`src/rtl/oam_dma_bridge.sv`:
```
// oam_dma_bridge: CPU bus pass-through with sprite DMA.
// A CPU write to DMA_REG halts the CPU and copies one page to OAM_DATA.
module oam_dma_bridge #(
  parameter int ADDR_WIDTH = 16,
  parameter int REG_WIDTH  = 8,
  parameter logic [ADDR_WIDTH-1:0] DMA_REG  = 16'h4014,
  parameter logic [ADDR_WIDTH-1:0] OAM_DATA = 16'h2004
) (
  input  logic                  clk,
  input  logic                  reset,
  input  logic [ADDR_WIDTH-1:0] cpu_addr,
  input  logic [REG_WIDTH-1:0]  cpu_dout,
  input  logic                  cpu_rw_n,
  output logic [REG_WIDTH-1:0]  cpu_din,
  output logic                  rdy,
  output logic                  dma_active,
  output logic [ADDR_WIDTH-1:0] bus_addr,
  output logic [REG_WIDTH-1:0]  bus_dout,
  output logic                  bus_rw_n,
  input  logic [REG_WIDTH-1:0]  bus_din
);

  typedef enum logic [2:0] {
    IDLE,
    HALT,
    ALIGN,
    READ,
    WRITE
  } state_t;

  state_t               state_q;
  state_t               state_d;
  logic [REG_WIDTH-1:0] page;
  logic [7:0]           cnt;
  logic [REG_WIDTH-1:0] data_buf;
  logic                 parity;
  logic                 trigger;

  assign trigger = (state_q == IDLE) && !cpu_rw_n
                   && (cpu_addr == DMA_REG);

  // State, transfer registers and free-running parity
  always_ff @(posedge clk) begin
    if (reset) begin
      state_q  <= IDLE;
      page     <= '0;
      cnt      <= '0;
      data_buf <= '0;
      parity   <= 1'b0;
    end else begin
      state_q <= state_d;
      parity  <= ~parity;
      if (trigger) begin
        page <= cpu_dout;
        cnt  <= '0;
      end
      if (state_q == READ)
        data_buf <= bus_din;
      if (state_q == WRITE && cnt != 8'hFF)
        cnt <= cnt + 8'd1;
    end
  end

  // Next state and bus mux
  always_comb begin
    state_d  = state_q;
    bus_addr = cpu_addr;
    bus_dout = cpu_dout;
    bus_rw_n = cpu_rw_n;
    unique case (state_q)
      IDLE: begin
        if (trigger)
          state_d = HALT;
      end
      HALT: begin
        bus_rw_n = 1'b1;
        state_d  = parity ? ALIGN : READ;
      end
      ALIGN: begin
        bus_rw_n = 1'b1;
        state_d  = READ;
      end
      READ: begin
        bus_addr = {page, cnt};
        bus_rw_n = 1'b1;
        state_d  = WRITE;
      end
      WRITE: begin
        bus_addr = OAM_DATA;
        bus_dout = data_buf;
        bus_rw_n = 1'b0;
        state_d  = (cnt == 8'hFF) ? IDLE : READ;
      end
      default: state_d = IDLE;
    endcase
  end

  assign rdy        = (state_q == IDLE);
  assign dma_active = !rdy;
  assign cpu_din    = bus_din;

endmodule

```
`config.mk`:
```
export PLATFORM = sky130hd
export DESIGN_NAME = oam_dma_bridge
export DESIGN_NICKNAME = d
export VERILOG_FILES = /design/src/rtl/oam_dma_bridge.sv
export SDC_FILE = /design/constraint.sdc
export NUM_CORES = 1
export LEC_CHECK = 0
export CAP_MARGIN = 20
export CORE_ASPECT_RATIO = 2
export CORE_UTILIZATION = 45
export DETAILED_ROUTE_END_ITERATION = 8
export PLACE_DENSITY = 0.95
export SKIP_CTS_REPAIR_TIMING = 1
export SLEW_MARGIN = 15
export SYNTH_ARGS = -nofsm -noshare
export SYNTH_HDL_FRONTEND = slang
export SYNTH_SLANG_ARGS = --single-unit
```
`constraint.sdc`:
```
create_clock -name clk -period 3.84 [get_ports clk]
set_input_delay 0.576 -clock clk [delete_from_list [all_inputs] [get_ports clk]]
set_output_delay 0.576 -clock clk [all_outputs]
set_load 0.03 [all_outputs]
```
Word level (Yosys, flattened, before mapping)
Cells that the tools add are included.
{"block": "word_totals", "register_bits": 28, "input_bits": 35, "output_inout_bits": 35}
{"block": "op_classes", "n_addsub": 1, "eq_ne": 8, "n_mux": 9, "n_bitwise": 1, "reduce_logical": 8}
{"cell": "case mux 16 bit (2 select lines)", "n": 1}
{"cell": "2-to-1 mux 8 bit", "n": 3}
{"cell": "equality test 16 x 15 -> 1 bit (second input constant)", "n": 1}
{"cell": "case mux 3 bit (5 select lines)", "n": 1}
{"cell": "adder 8 x 1 -> 8 bit (second input constant)", "n": 1}
{"cell": "equality test 8 bit (second input constant)", "n": 1}
{"cell": "inequality test 8 bit (second input constant)", "n": 1}
{"cell": "equality test 3 x 2 -> 1 bit (second input constant)", "n": 2}
{"cell": "equality test 3 x 1 -> 1 bit (second input constant)", "n": 1}
{"cell": "equality test 3 bit (second input constant)", "n": 1}
{"cell": "logical AND 1 bit", "n": 3}
{"cell": "logical NOT 3 bit", "n": 1}
{"cell": "2-to-1 mux 3 bit", "n": 1}
{"cell": "OR reduction 3 bit", "n": 1}
{"cell": "logical NOT 1 bit", "n": 2}
{"cell": "2-to-1 mux 2 bit", "n": 1}
{"cell": "inequality test 2 bit (second input constant)", "n": 1}
{"cell": "case mux 1 bit (2 select lines)", "n": 1}
{"cell": "nonzero test 2 bit", "n": 1}
{"cell": "2-to-1 mux 1 bit", "n": 1}
{"cell": "inverter 1 bit", "n": 1}

Logic depth before layout (Yosys ltp)
{"block": "depth", "depth_word": 5, "depth_mapped": 6}

Least setup slack after synthesis
Ideal clock, no wire load.
{"block": "synth_path", "kind": "reg2out", "from": "register state_q[1]", "to": "output port bus_addr[2]", "t_arrival_ns": 1.748, "required_time_ns": 3.264, "path_slack_ns": 1.516, "stages_incl_launch_ff": 7, "cell_sequence": "dfxtp_1 nor2b_1 and2_1 clkbuf_1 nor2_1 clkbuf_1 a21oi_1"}
{"block": "synth_via", "elab_chain_cells": 2, "word_cells_on_any_way": 3, "cone_classes": "2 x eq/ne; 1 x mux"}
{"item": "from (decl)", "line": "31", "text": "state_t state_q;"}
{"item": "from (signal assigned)", "line": "51", "text": "state_q <= state_d;"}
{"item": "equality test 3 bit / equality test 3 x 2 -> 1 bit (equally long branches)", "line": "70", "text": "unique case (state_q)"}
{"item": "case mux 16 bit (2 select lines) *", "line": "70"}
{"item": "to (decl)", "line": "17", "text": "output logic [ADDR_WIDTH-1:0] bus_addr,"}
Every way passes the cells marked *; elsewhere a longest branch is shown, timed or not.

Final worst setup path
Ends and elaborated chain as after synthesis.

==> reports/metrics.csv <==
metric;value;unit
p_int;482.4;uW
maxSlewHeadroom;57.99;%
post-route-util;68.21;%
drtAntennaViolNets;0;
arrival;2540;ps
switching_share;30.16;%
htreeDepth;1;
final_common_cell;clkdlybuf4s50_1;
grt_max_degree;26;
cts_buffer_depth;2;
dieArea;3877;sq um
chipWidth;44.53;um
power.share.clock;26.4;%
antenna_found_initial;0;
diodes;0;
routed-wl-met3;293;um
gr-total-overflow;0;
end_kind;output pin;
initial_core_util;47.66;%
insertion_delay;270;ps
first_pass_iters;4;
synthDistinctLibCells;41;
num-fill-cells;282;
async_flop_share;0;%
crit_required;3260;ps
status;complete, no violations;
first_iter_violations;76;
topRoutingLayerUsed;met4;
totalNegativeSetupSlack;0;ps
vdd_drop_max;0.2365;mV
post-synth-top-area-cell;dfxtp_1;
cts_sinks;28;
final_cell_mix;69 x clkdlybuf4s50_1, 47 x nand2_1, 28 x dfxtp_1, 20 x a21oi_1, 15 x nand3_1;
grt_pass1_vias;1850;
synth_top_area_share;34.44;%
avgRoutedWirePerCell;16.17;um
synth_seq_area_share;34.44;%
drv_cap;0;
cts_made_buffers;3;
drive_gt1_share;4.444;%
avgSynthCellArea;7.467;sq um
setup_viol;0;
syn_nets;254;
dp_hpwl;3.778;mm
syn2layout_area_growth;43.12;%
start_kind;flop;
met2_length;2.926;mm
fin_nets;307;
fmax;0.3213;GHz
powerDensity;296.5;nW/um^2
combPwrFrac;30.0;%
syn-cell-area;1628;sq um
period_share;81.04;%
crit_fanout;15;
grt_setup_unrepaired;no;
clock_skew;3.737;ps
portBuffers;69;
p_switching;208.3;uW
vias;1891;
synth.area.top_cells;dfxtp_1 34%, nand2_1 11%, a22o_1 7.5%, a21oi_1 6.1%, nand3_1 4.6%;
hold_path.class;reg2reg;
postSynthCellCount;218;
synth_ff_type;dfxtp_1;
chipHeight;87.06;um
power.share.sequential;43.6;%
hold_viol;0;
slew_viol_final;0;
leakagePower;0.0008855;uW
gr-usage-all-layers;28.08;%
rows;30;
vias_per_cell;5.947;
grt_pass1_wl;8.197;mm
met1Wirelength;1.730;mm
clk_pin_slew;90;ps
worst_slew_pin_slew;628.4;ps
ios;70;
ys_warn_count;0;
core;3416;sq um
wl;5.143;mm
synth-seq-cells;28;
cts_root_buf;clkbuf_8;
criticalPathCategory;reg2out;
cts_tree;yes;
drcViolationCount;0;
gp_congestion;0.9538;
synth_edf_count;0;
min_period;3112;ps
path summary, 6_finish.rpt:
kind	depth (start not counted)	start	slack [ps]	endpoint
setup / recovery	6	state_q[1]	730	bus_addr[2]
hold / removal	1	parity	430	parity
setup reg to reg	4	state_q[0]	1890	state_q[0]
hold reg to reg	1	parity	430	parity
per-layer routing:
layer	track usage, %	up-vias
li1	-	884
met1	28.94	882
met2	50.27	111
met3	1.867	14
met4	20.39	0
met5	0	-
synthesized netlist by cell type (2+ instances only):
library cell	number
o21ai_0	13
nor4_1	4
nor2_1	9
buf_2	2
nand4_1	3
clkbuf_1	13
nor2b_1	3
and2_1	2
a31oi_1	2
nand2_1	47
a41o_1	2
inv_1	5
o211ai_1	2
buf_4	8
or3_1	2
and3_1	2
a21oi_1	20
a22o_1	14
and4_1	2
nand3_1	15
dfxtp_1	28
flip-flops by register name (all words and copies together), names as in the netlist:
register,count
cnt,8
data_buf,8
page,8
parity,1
state_q,3
cell families (layout without fill, tap and decap cells):
logic type	Yosys count	after routing	synth area share (%)
AO/OA/AOI/OAI	61	61	25.21
XOR/XNOR	1	1	0.5381
adder cells (fa/ha/maj)	1	1	0.7685
buffers and inverters	30	82	9.378
flip-flops	28	28	34.44
AND/OR/NAND/NOR	97	97	29.67
power by group through the flow:
stage	Sequential [uW]	Combinational (uW)	Clock, uW
floorplan	306	110	0
global placement	307	204	0
detailed placement	307	206	0
CTS	301	207	185
global route	302	217	196
finish	301	207	183
metrics by stage:
step                total power [uW]  cell area (sq um)  setup WS (ps)  std cells  hold WS [ps]
floorplan                      415.3               1628           1516        218         387.1
global placement               511.0               2275           1128        314         395.5
detailed placement             513.5               2275           1055        314         401.4
CTS                            693.1               2330          716.8        318         416.2
global route                   715.2               2330          556.8        318         456.5
finish                         690.8               2330          727.9        318         426.6
layout make-up:
class,count,area (sq um),share of cell area [%]
Timing Repair Buffer,73,720.7,30.93
Multi-Input combinational cell,160,914.6,39.26
Sequential cell,28,560.5,24.06
Tap cell,48,60.06,2.578
Inverter,5,18.77,0.8056
Clock buffer,4,55.05,2.363
worst max-delay path, cell delays in order (launching register included):
cell and delay, ps:
dfxtp_1 450, nor2b_1 240, and2_1 420, nor2_1 90
buf_4 200, a21oi_1 160, clkdlybuf4s50_1 680
Power figures use the tool's default switching activity.
